`config.mk`:
```
export PLATFORM = sky130hd
export DESIGN_NAME = pio_loader
export DESIGN_NICKNAME = d
export VERILOG_FILES = /design/src/rtl/pio_loader.sv
export SDC_FILE = /design/constraint.sdc
export NUM_CORES = 1
export LEC_CHECK = 0
export ABC_CLOCK_PERIOD_IN_PS = 5000
export CORE_ASPECT_RATIO = 0.9
export CORE_MARGIN = 1
export CORE_UTILIZATION = 47
export CTS_CLUSTER_DIAMETER = 40
export DETAILED_ROUTE_END_ITERATION = 8
export GPL_TIMING_DRIVEN = 0
export PLACE_DENSITY = 0.8
export SETUP_SLACK_MARGIN = 0.2
export SKIP_CTS_REPAIR_TIMING = 1
export SLEW_MARGIN = 20
export SYNTH_ARGS = -nofsm -noshare
export SYNTH_HDL_FRONTEND = slang
export SYNTH_SLANG_ARGS = --single-unit
```
`constraint.sdc`:
```
create_clock -name clk -period 5 [get_ports clk]
set_input_delay 1.25 -clock clk [delete_from_list [all_inputs] [get_ports clk]]
set_output_delay 1.25 -clock clk [all_outputs]
set_load 0.005 [all_outputs]
```
`src/rtl/pio_loader.sv`:
```
// PIO program loader: streams up to 32 program words into a PIO block and then
// issues the PEND/DIV/GRPS/EN(/IMM) configuration actions for one state machine.
module pio_loader (
  input  logic        clk,
  input  logic        reset,
  input  logic        start,
  input  logic [5:0]  plen,
  input  logic [1:0]  sm_sel,
  input  logic [31:0] exec_ctrl,
  input  logic [23:0] div,
  input  logic [31:0] pin_grps,
  input  logic [3:0]  en_mask,
  input  logic        imm_en,
  input  logic [15:0] imm_instr,
  output logic [4:0]  prog_addr,
  input  logic [15:0] prog_data,
  output logic [3:0]  action,
  output logic [4:0]  index,
  output logic [1:0]  mindex,
  output logic [31:0] din,
  output logic        busy,
  output logic        done
);

  localparam int DATA_W = 32;

  localparam logic [3:0] ACT_NONE  = 4'd0;
  localparam logic [3:0] ACT_INSTR = 4'd1;
  localparam logic [3:0] ACT_PEND  = 4'd2;
  localparam logic [3:0] ACT_GRPS  = 4'd5;
  localparam logic [3:0] ACT_EN    = 4'd6;
  localparam logic [3:0] ACT_DIV   = 4'd7;
  localparam logic [3:0] ACT_IMM   = 4'd9;

  typedef enum logic [3:0] {
    IDLE, FETCH, INSTR, PEND, DIV, GRPS, EN, IMM, DONE
  } state_t;

  function automatic logic [5:0] clamp_plen(input logic [5:0] len);
    return (len > 6'd32) ? 6'd32 : len;
  endfunction

  state_t              state_q;
  state_t              state_d;
  logic [4:0]          cnt_q;
  logic                accept;
  logic                more_instr;

  logic [5:0]          cfg_plen;
  logic [31:0]         cfg_exec;
  logic [23:0]         cfg_div;
  logic [31:0]         cfg_grps;
  logic [3:0]          cfg_en;
  logic                cfg_imm_en;
  logic [15:0]         cfg_imm;

  logic [3:0]          act_p0;
  logic [DATA_W-1:0]   din_p0;
  logic [3:0]          action_p1;
  logic [DATA_W-1:0]   din_p1;
  logic [4:0]          index_p1;
  logic [1:0]          mindex_p1;
  logic                busy_p1;
  logic                done_p1;

  assign accept     = (state_q == IDLE) && start;
  assign more_instr = ({1'b0, cnt_q} + 6'd1) < cfg_plen;

  always_comb begin
    state_d = state_q;
    case (state_q)
      IDLE:    if (start) state_d = (clamp_plen(plen) != 6'd0) ? FETCH : PEND;
      FETCH:   state_d = INSTR;
      INSTR:   state_d = more_instr ? FETCH : PEND;
      PEND:    state_d = DIV;
      DIV:     state_d = GRPS;
      GRPS:    state_d = EN;
      EN:      state_d = cfg_imm_en ? IMM : DONE;
      IMM:     state_d = DONE;
      DONE:    state_d = IDLE;
      default: state_d = IDLE;
    endcase
  end

  // Stage p0: decode the action for the current state. prog_data for slot i
  // arrives during INSTR, so every action leaves the output register one
  // cycle after its state.
  always_comb begin
    act_p0 = ACT_NONE;
    din_p0 = '0;
    case (state_q)
      INSTR: begin act_p0 = ACT_INSTR; din_p0 = {16'h0, prog_data}; end
      PEND:  begin act_p0 = ACT_PEND;  din_p0 = cfg_exec;           end
      DIV:   begin act_p0 = ACT_DIV;   din_p0 = {8'h0, cfg_div};     end
      GRPS:  begin act_p0 = ACT_GRPS;  din_p0 = cfg_grps;           end
      EN:    begin act_p0 = ACT_EN;    din_p0 = {28'h0, cfg_en};     end
      IMM:   begin act_p0 = ACT_IMM;   din_p0 = {16'h0, cfg_imm};    end
      default: ;
    endcase
  end

  // Configuration snapshot taken only on an accepted start.
  always_ff @(posedge clk) begin
    if (accept) begin
      cfg_plen   <= clamp_plen(plen);
      cfg_exec   <= exec_ctrl;
      cfg_div    <= div;
      cfg_grps   <= pin_grps;
      cfg_en     <= en_mask;
      cfg_imm_en <= imm_en;
      cfg_imm    <= imm_instr;
    end
  end

  // Stage p1: registered outputs and sequencing state.
  always_ff @(posedge clk or posedge reset) begin
    if (reset) begin
      state_q   <= IDLE;
      cnt_q     <= '0;
      action_p1 <= ACT_NONE;
      din_p1    <= '0;
      index_p1  <= '0;
      mindex_p1 <= '0;
      busy_p1   <= 1'b0;
      done_p1   <= 1'b0;
    end else begin
      state_q   <= state_d;
      if (accept)
        cnt_q <= '0;
      else if (state_q == INSTR && more_instr)
        cnt_q <= cnt_q + 5'd1;
      action_p1 <= act_p0;
      din_p1    <= din_p0;
      if (state_q == INSTR)
        index_p1 <= cnt_q;
      if (accept)
        mindex_p1 <= sm_sel;
      busy_p1   <= (state_d != IDLE) && (state_d != DONE);
      done_p1   <= (state_q == DONE);
    end
  end

  assign prog_addr = cnt_q;
  assign action    = action_p1;
  assign din       = din_p1;
  assign index     = index_p1;
  assign mindex    = mindex_p1;
  assign busy      = busy_p1;
  assign done      = done_p1;

endmodule

```
==> impl_metrics.env <==
export IMPL_synth_seq_cells=169
export IMPL_drv_cap=0
export IMPL_synth_flop_cell="edfxtp_1"
export IMPL_period_needed_ns=2.90
export IMPL_netlist_area_um2=6110
export IMPL_antenna_cells=0
export IMPL_yosys_top_cells_area="edfxtp_1 (56%), dfrtp_1 (22%), a22oi_1 (3.9%)"
export IMPL_reg2regPathDepth=6
export IMPL_cts_root_buffer_cell="clkbuf_16"
export IMPL_pin_count=186
export IMPL_yosysMostFrequentCell="edfxtp_1"
export IMPL_skew_ns=0.0115
export IMPL_critPathCaptureType="flip-flop"
export IMPL_wl_per_cell_um=19.8
export IMPL_vias=4109
export IMPL_leakage_nw=3.36
export IMPL_core_um2=12700
export IMPL_slew_violations=0
export IMPL_slew_headroom=0.379
export IMPL_synth_nets=526
export IMPL_portBuffers=185
export IMPL_cp_arrival_ns=2.99
export IMPL_startpoint_type="input port"
export IMPL_hpwl_mm=10.4
export IMPL_max_stage_delay_ns=0.49
export IMPL_grt_pass1_wl_mm=22.4
export IMPL_final_layout_size_suffix_gt1_frac=0.0699
export IMPL_min_delay_start="cfg_exec[23]"
export IMPL_track_usage=0.237
export IMPL_ys_async_sr_fraction=0.320
export IMPL_clock_sinks=169
export IMPL_drt_iter0_markers=409
export IMPL_dr_pass1_iters=5
export IMPL_max_freq_mhz=344
export IMPL_die_area_um2=13500
export IMPL_syn2layout_area_growth_pct=43.1
export IMPL_crit_path_max_fanout=81
export IMPL_rsz0062_at_grt="no"
export IMPL_p_total_mw=4.44
export IMPL_clk_pin_slew_ns=0.07
export IMPL_rows=39
export IMPL_synth_cells=384
export IMPL_worstSetupPathType="in2reg"
export IMPL_synth_common_cells="edfxtp_1 (115), dfrtp_1 (54), nand2_1 (45)"
export IMPL_critPathRequiredTime_ns=5.09
export IMPL_min_path_cells=2
export IMPL_status="finished clean"
export IMPL_antenna_found_initial=0
export IMPL_path_buf_inv=3
export IMPL_fp_dieW_um=122
export IMPL_yosysSeqAreaShare=0.786
export IMPL_min_path_type="reg2reg"
export IMPL_via_per_inst=5.37
export IMPL_r2r_slack_ns=2.48
export IMPL_synth_edff_count=115
export IMPL_synth_top_cell_area_share=0.565
export IMPL_syn_avg_cell_area_um2=15.9
export IMPL_tightest_slew_ns=0.926
export IMPL_power_density_nw_per_um2=507
export IMPL_overflow=0
export IMPL_nNetsFinal=731
export IMPL_final_period_utilization=0.581
export IMPL_slowest_stage="clkdlybuf4s50_1"
export IMPL_ys_warnings_count=0
export IMPL_ant_nets=0
export IMPL_chipHeight_um=110
export IMPL_irDropWorstVdd_mv=0.322
export IMPL_rr_endpoint="din[12]"
export IMPL_clockBufferDepth=2
export IMPL_reg2reg_from="state_q[0]"
export IMPL_start_util=0.482
export IMPL_htreeDepth=4
export IMPL_cts_tree="yes"
export IMPL_path_delay_family="buffers and inverters"
export IMPL_gp_congestion=0.783
export IMPL_hold_viol_final=0
export IMPL_fin_hold_ws_ns=0.460
export IMPL_grt_pass1_vias=4212
export IMPL_remaining_drc_errors=0
export IMPL_ys_types=38
export IMPL_hold_end="din[23]"
export IMPL_clkLatencyLatePin_ns=0.44
export IMPL_crit_chain="clkdlybuf4s50_1 > nand3_1 > inv_6 > buf_16"
export IMPL_grt_max_degree=82
export IMPL_post_synth_top_area_cell="edfxtp_1"
export IMPL_fin_util=0.689
export IMPL_setup_viol=0
export IMPL_drt_total_wl_mm=15.1
export IMPL_numCtsBuffers=17
## state kept, by name (all words and copies together) (netlist names), 5 cells and up
name,cells
cfg_exec,32
cfg_div,24
cfg_plen,6
din,32
prog_addr,5
cfg_imm,16
index,5
cfg_grps,32
## report_power, final
part,switching [mW],leakage (nW),internal [mW],total (mW)
Clock,0.548,0.262,0.666,1.21
Sequential,0.137,1.77,1.88,2.02
Combinational,0.623,1.33,0.581,1.20
## logic make-up (layout without fill, tap and decap cells)
kind of cell             count (synthesis)  after routing  share of synthesized area
XOR/XNOR                                 4              4                    0.00573
adder cells (fa/ha/maj)                  6              6                     0.0123
multiplexers                             5              5                    0.00982
buffers and inverters                   33            250                     0.0209
flip-flops                             169            169                      0.786
AO/OA/AOI/OAI                           68             68                     0.0884
AND/OR/NAND/NOR                         99             99                     0.0770
## metrics by stage
step | area (µm²) | cells | setup TNS (ns) | setup slack, ns
2_1_floorplan | 6110 | 384 | 0 | 0.701
3_3_place_gp | 8170 | 733 | -76.95 | -0.805
3_5_place_dp | 8210 | 734 | 0 | 1.66
4_1_cts | 8750 | 765 | 0 | 2.11
5_1_grt | 8750 | 765 | 0 | 1.95
6_report | 8750 | 765 | 0 | 2.10
## layer usage
layer	up-vias	part of all wire	global-route usage
li1	1855	-	-
met1	2020	0.38	0.277
met5	-	0	0
met4	0	0.018	0.0993
met2	212	0.50	0.387
met3	22	0.10	0.0962
## worst register-to-register path: stages (launching register included)
cell	delay (ns)
dfrtp_1	0.41
buf_2	0.23
nand2_1	0.10
nor3_2	0.71
clkbuf_1	0.67
a22oi_1	0.21
nand3_1	0.12
## layout by cell type (no fill, tap or decap), types with 3 or more instances in the layout
master,count
nand2b_1,3
edfxtp_1,115
dfrtp_1,54
nor2_1,9
ha_1,6
a22oi_1,32
clkinv_2,3
nor2b_1,9
a22o_1,12
clkbuf_1,14
and2_1,3
nand2_1,45
nand3_1,19
xnor2_1,3
mux2i_1,3
clkdlybuf4s50_1,185
a222oi_1,8
a21oi_1,6
buf_2,3
clkbuf_16,18
inv_1,15
clkinvlp_4,3
inv_6,6
## cell type report
class	instances	area, µm²
buffer	16	63.8
sequential	169	4800
clock inverter	12	87.6
multi-input combinational	182	1180
fill	854	3940
tap	164	205
timing repair buffer	186	1880
clock buffer	19	454
inverter	17	71.3
## worst max-delay path by stage
stage	slack, ns	startpoint	cells past startpoint	to
CTS	2.11	start	4	cfg_div[9]
finish	2.10	start	4	cfg_div[14]
detailed placement	1.66	start	4	cfg_grps[11]
global placement	-0.80	start	5	state_q[1]
global route	1.95	start	4	cfg_imm[14]
floorplan	0.70	start	4	state_q[1]
(Power assumes the default switching activity.)
